[config.mk]
export PLATFORM = sky130hd
export DESIGN_NAME = syn_m_sched
export DESIGN_NICKNAME = d
export VERILOG_FILES = /design/src/rtl/syn_m_sched.sv
export SDC_FILE = /design/constraint.sdc
export NUM_CORES = 1
export LEC_CHECK = 0
export ABC_AREA = 1
export CORE_MARGIN = 8
export CORE_UTILIZATION = 40
export CTS_CLUSTER_DIAMETER = 150
export CTS_CLUSTER_SIZE = 16
export DETAILED_ROUTE_END_ITERATION = 10
export GPL_TIMING_DRIVEN = 0
export PLACE_DENSITY = 0.63
export SKIP_CTS_REPAIR_TIMING = 1
export SYNTH_ARGS = -nofsm -noshare
export SYNTH_HDL_FRONTEND = slang
export SYNTH_SLANG_ARGS = --single-unit
[constraint.sdc]
create_clock -name clk_sys -period 3.2 [get_ports clk_sys]
set_input_delay 0.8 -clock clk_sys [delete_from_list [all_inputs] [get_ports clk_sys]]
set_output_delay 0.8 -clock clk_sys [all_outputs]
set_load 0.01 [all_outputs]
[src/rtl/syn_m_sched.sv]
// syn_m_sched: epoch scheduler locking to GPS PPS, with microsecond holdover and fail-over.
// Optional pps_out pulse output is enabled by defining SYN_M_SCHED_PPS_OUT_EN.
module syn_m_sched #(
   parameter int SEC_US      = 1000000,
   parameter int TOL_US      = 100,
   parameter int SYNC_US     = 1000,
   parameter int INFO_DLY_US = 10,
   parameter int HOLD_MAX    = 60
) (
   input  logic       clk_sys,
   input  logic       rst,
   input  logic       pluse_us,
   input  logic       gps_pluse,
   input  logic       info_busy,
   input  logic       ovr_clr,
   output logic       fire_sync,
   output logic       fire_info,
   output logic       locked,
   output logic       holdover,
   output logic       fail,
   output logic       gps_err,
   output logic       info_ovr,
`ifdef SYN_M_SCHED_PPS_OUT_EN
   output logic       pps_out,
`endif
   output logic [1:0] state_dbg
);

   localparam int SW = (SYNC_US > 1) ? $clog2(SYNC_US) : 1;
   localparam int IW = (INFO_DLY_US > 1) ? $clog2(INFO_DLY_US) : 1;
   localparam int HW = $clog2(HOLD_MAX + 1);

   localparam logic [19:0] WIN_LO     = 20'(SEC_US - TOL_US);
   localparam logic [19:0] WIN_HI     = 20'(SEC_US + TOL_US);
   localparam logic [19:0] EPOCH_LAST = 20'(SEC_US - 1);
   localparam logic [19:0] SUB_LIM    = 20'(SEC_US - SYNC_US);
   localparam logic [19:0] US_MAX     = 20'hFFFFF;
   localparam logic [SW-1:0] SUB_LAST  = SW'(SYNC_US - 1);
   localparam logic [IW-1:0] INFO_LAST = IW'(INFO_DLY_US - 1);
   localparam logic [HW-1:0] HOLD_LAST = HW'(HOLD_MAX - 1);

   typedef enum logic [1:0] {
      ST_IDLE = 2'd0,
      ST_LOCK = 2'd1,
      ST_HOLD = 2'd2,
      ST_FAIL = 2'd3
   } state_t;

   state_t         st, st_nxt;
   logic [19:0]    us_cnt;
   logic [SW-1:0]  sub_cnt;
   logic [IW-1:0]  info_cnt;
   logic           info_arm;
   logic [HW-1:0]  hold_cnt, hold_nxt;
   logic           gps_s1, gps_s2, gps_s3, gps_rise;
   logic           win, tick_epoch, sec_fire, err_now;
   logic           sub_wrap, sub_fire, info_hit;

   assign state_dbg = st;

   // gps_pluse is asynchronous: two flops to synchronise, a third for edge detect.
   always_ff @(posedge clk_sys) begin
      if (rst) begin
         gps_s1   <= 1'b0;
         gps_s2   <= 1'b0;
         gps_s3   <= 1'b0;
         gps_rise <= 1'b0;
      end else begin
         gps_s1   <= gps_pluse;
         gps_s2   <= gps_s1;
         gps_s3   <= gps_s2;
         gps_rise <= gps_s2 & ~gps_s3;
      end
   end

   assign win        = (us_cnt >= WIN_LO) && (us_cnt <= WIN_HI);
   assign tick_epoch = pluse_us && (us_cnt == EPOCH_LAST);

   always_comb begin
      st_nxt   = st;
      hold_nxt = hold_cnt;
      sec_fire = 1'b0;
      err_now  = 1'b0;
      case (st)
         ST_IDLE: begin
            if (gps_rise) begin
               sec_fire = 1'b1;
               hold_nxt = '0;
               st_nxt   = ST_LOCK;
            end
         end
         ST_LOCK: begin
            // A GPS edge in the same cycle as the timeout takes priority.
            if (gps_rise && win) begin
               sec_fire = 1'b1;
            end else if (gps_rise) begin
               err_now = 1'b1;
            end else if (us_cnt >= WIN_HI) begin
               sec_fire = 1'b1;
               hold_nxt = HW'(1);
               st_nxt   = (HOLD_MAX <= 1) ? ST_FAIL : ST_HOLD;
            end
         end
         ST_HOLD: begin
            if (gps_rise && win) begin
               sec_fire = 1'b1;
               hold_nxt = '0;
               st_nxt   = ST_LOCK;
            end else begin
               err_now = gps_rise;
               if (tick_epoch) begin
                  sec_fire = 1'b1;
                  hold_nxt = hold_cnt + HW'(1);
                  if (hold_cnt >= HOLD_LAST) st_nxt = ST_FAIL;
               end
            end
         end
         default: begin
            if (gps_rise) begin
               sec_fire = 1'b1;
               hold_nxt = '0;
               st_nxt   = ST_LOCK;
            end else if (tick_epoch) begin
               sec_fire = 1'b1;
            end
         end
      endcase
   end

   assign sub_wrap = (sub_cnt == SUB_LAST);
   assign sub_fire = pluse_us && sub_wrap && !sec_fire && (st != ST_IDLE) && (us_cnt < SUB_LIM);
   assign info_hit = info_arm && pluse_us && (info_cnt == INFO_LAST) && !sec_fire;

   always_ff @(posedge clk_sys) begin
      if (rst) begin
         st       <= ST_IDLE;
         hold_cnt <= '0;
         us_cnt   <= '0;
         sub_cnt  <= '0;
      end else begin
         st       <= st_nxt;
         hold_cnt <= hold_nxt;
         if (sec_fire)                          us_cnt <= '0;
         else if (pluse_us && us_cnt != US_MAX) us_cnt <= us_cnt + 20'd1;
         if (sec_fire)      sub_cnt <= '0;
         else if (pluse_us) sub_cnt <= sub_wrap ? '0 : sub_cnt + SW'(1);
      end
   end

   // info_busy is a plain level from the info transmitter: a strike while busy is dropped and flagged.
   always_ff @(posedge clk_sys) begin
      if (rst) begin
         info_arm  <= 1'b0;
         info_cnt  <= '0;
         fire_info <= 1'b0;
         info_ovr  <= 1'b0;
      end else begin
         if (sec_fire) begin
            info_arm <= 1'b1;
            info_cnt <= '0;
         end else if (info_hit) begin
            info_arm <= 1'b0;
         end else if (info_arm && pluse_us) begin
            info_cnt <= info_cnt + IW'(1);
         end
         fire_info <= info_hit && !info_busy;
         if (info_hit && info_busy) info_ovr <= 1'b1;
         else if (ovr_clr)          info_ovr <= 1'b0;
      end
   end

   always_ff @(posedge clk_sys) begin
      if (rst) begin
         fire_sync <= 1'b0;
         gps_err   <= 1'b0;
         locked    <= 1'b0;
         holdover  <= 1'b0;
         fail      <= 1'b0;
      end else begin
         fire_sync <= sec_fire || sub_fire;
         gps_err   <= err_now;
         locked    <= (st_nxt == ST_LOCK);
         holdover  <= (st_nxt == ST_HOLD);
         fail      <= (st_nxt == ST_FAIL);
      end
   end

`ifdef SYN_M_SCHED_PPS_OUT_EN
   localparam logic [6:0] PPS_LAST = 7'd99;
   logic [6:0] pps_cnt;

   always_ff @(posedge clk_sys) begin
      if (rst) begin
         pps_out <= 1'b0;
         pps_cnt <= '0;
      end else if (sec_fire) begin
         pps_out <= 1'b1;
         pps_cnt <= '0;
      end else if (pps_out && pluse_us) begin
         if (pps_cnt == PPS_LAST) pps_out <= 1'b0;
         else                     pps_cnt <= pps_cnt + 7'd1;
      end
   end
`endif

endmodule

==> metrics.yaml <==
critical_path:
  critical_path_arrival_ns: 1.31
  crit_start: "state_dbg[0]$_SDFF_PP0_"
  path_buf_inv: 1
  path_cells: "clkdlybuf4s50_1"
  crit_family: "buffers and inverters"
  crit_cells: 1
  timing.critical_path.required_ns: 2.40
  max_stage_delay_ns: 0.57
  crit_end: "state_dbg[0]"
  regToRegSetupSlack_ns: 1.18
  critPathCaptureType: "output pin"
  reg2reg_depth: 11
  slowest_stage: "clkdlybuf4s50_1"
  worstSetupPathType: "register to output pin"
  reg2reg_from: "us_cnt[0]$_SDFFE_PP0P_"
  crit_path_start_kind: "register"
  r2r_end: "us_cnt[9]$_SDFFE_PP0P_"
  critPathMaxFanout: 5
yosys:
  ys.flop_type: "dfxtp_1"
  yosysUniqueCellTypes: 43
  avgSynthCellArea_um2: 7.29
  synth_edf_count: 0
  synth_top_area_cell: "dfxtp_1"
  yosys_warnings: 0
  syn_nets: 469
  synth.most_common_cell: "nand2_1"
  synth_top_area_share_pct: 32.6
  async_flop_share_pct: 0
  synth_common_cells: "nand2_1 (100), dfxtp_1 (54), nor2_1 (54)"
  syn_inst: 454
  synth_area_um2: 3310
  synth.area.top_cells: "dfxtp_1 (33%), nand2_1 (11%), nor2_1 (6.1%)"
  seq_area_frac_synth_pct: 32.6
  synth_seq_cells: 54
power_and_ir_drop:
  ir_worst_vdd_uv: 228
  p_leak_nw: 1.40
  power_density_nw_per_um2: 399
run:
  maxCapViolCount: 0
place:
  place_hpwl_um: 5500
  io_buffers: 13
  place_congestion: 0.916
clocking:
  cts.clk_slew.worst_paths_ns: 0.11
  cts_buffer_depth: 2
  clkLatencyLatePin_ns: 0.32
  htreeDepth: 2
  numCtsBuffers: 5
  cts-root-buf: "clkbuf_8"
  cts.sinks: 54
  cts_tree: "built"
sta:
  min_period_over_period_pct: 66.1
  fin_setup_tns_ns: 0
  setup_violations: 0
  final_max_slew_viol_count: 0
  rsz0062_at_grt: "no"
  max_slew_margin_pct: 64.9
  worstMarginPinSlew_ns: 0.522
  fin_crit_ns: 2.11
  clock_skew_ns: 0.00734
  max_freq_mhz: 473
  hold_violations: 0
floorplanning:
  die_y_um: 107
  initial_core_util_pct: 40.7
  std_cell_rows: 33
  die_x_um: 107
  core_um2: 8130
  ios: 15
  die_area_um2: 11400
cells_and_area:
  syn_to_final_growth_pct: 11.4
  nNetsFinal: 489
  fillers: 821
  layout-drive-gt1-share_pct: 18.3
  postLayoutCoreUtil_pct: 45.4
  antennaDiodeCount: 0
global_route:
  grt-ovfl-total: 0
  grt_pass1_vias: 2764
  grt_max_degree: 19
  antenna_found_initial: 0
  grt_pass1_wl_um: 12600
  grtUsageTotal_pct: 13.2
routing:
  num_vias: 2865
  wirelength_um: 7190
  viasPerCell: 4.94
  post-route-drc-count: 0
  first_iter_violations: 222
  first_pass_iters: 4
  wl_per_cell_um: 12.4
  drtAntennaViolNets: 0
min_path:
  hold_depth: 1
  worstHoldPathType: "register to register"
status:
  run_status: "complete, no violations"
## kinds of logic after synthesis
group	count (synthesis)	share of synthesized area, %
AOI/OAI and AO/OA	56	11.9
xor gates and xnor gates	16	4.23
adders and majority gates	9	3.40
buffers and inverters	71	9.33
DFF	54	32.6
and+or+nand+nor	248	38.5
## cells in the final DEF (no fill, tap or decap), drive strengths merged, types with 7 or more instances in the layout
cell and n:
nor4 8, nand2 111, inv 60, o21ai 14
dfxtp 54, nand3 37, nor3 16, xor2 11
nand4 7, nor2 64, ha 9, clkbuf 8
clkdlybuf4s50 13, a21oi 37, buf 7
## state kept, by name (all words and copies together), names as in the netlist, 2 cells and up
signal / count
hold_cnt: 6
info_cnt: 4
state_dbg: 2
sub_cnt: 10
us_cnt: 20
## worst min-delay path by stage
stage                       from                  end
3_5_place_dp   gps_s3$_SDFF_PP0_  gps_rise$_SDFF_PP0_
3_3_place_gp   gps_s3$_SDFF_PP0_  gps_rise$_SDFF_PP0_
6_report       gps_s3$_SDFF_PP0_  gps_rise$_SDFF_PP0_
4_1_cts        gps_s3$_SDFF_PP0_  gps_rise$_SDFF_PP0_
5_1_grt        gps_s3$_SDFF_PP0_  gps_rise$_SDFF_PP0_
2_1_floorplan  gps_s3$_SDFF_PP0_  gps_rise$_SDFF_PP0_
## stage by stage
step / total power [W] / cell area, µm² / hold slack, ns / instances / worst slack, ns
CTS: 0.00149 / 3690 / 0.399 / 580 / 1.06
global route: 0.00155 / 3690 / 0.416 / 580 / 0.989
floorplan: 0.000934 / 3310 / 0.373 / 454 / 1.18
global placement: 0.000994 / 3570 / 0.377 / 572 / 0.916
finish: 0.00147 / 3690 / 0.396 / 580 / 1.09
detailed placement: 0.00100 / 3570 / 0.382 / 572 / 0.906
## per-layer routing
metal | share of wire (%) | vias up | GRT usage, %
li1 | - | 1494 | -
met1 | 48 | 1322 | 16.3
met2 | 47 | 38 | 22.6
met3 | 3.7 | 11 | 2.16
met4 | 1.8 | 0 | 4.82
met5 | 0 | - | 0
## power by group
group	internal, W	total (W)	switching, W
Clock	0.000238	0.000491	0.000253
Combinational	0.0000999	0.000265	0.000165
Sequential	0.000698	0.000718	0.0000198
Total	0.00104	0.00147	0.000437
## cell type report
cell class / count / area [µm²] / share of cell area (%)
clock inverter: 3 / 47.5 / 1.29
sequential: 54 / 1080 / 29.3
buffer: 10 / 75.1 / 2.03
inverter: 61 / 234 / 6.34
clock buffer: 5 / 68.8 / 1.87
tap: 105 / 131 / 3.56
multi-input combinational: 329 / 1920 / 52.1
timing repair buffer: 13 / 130 / 3.53
(Power assumes the default switching activity.)
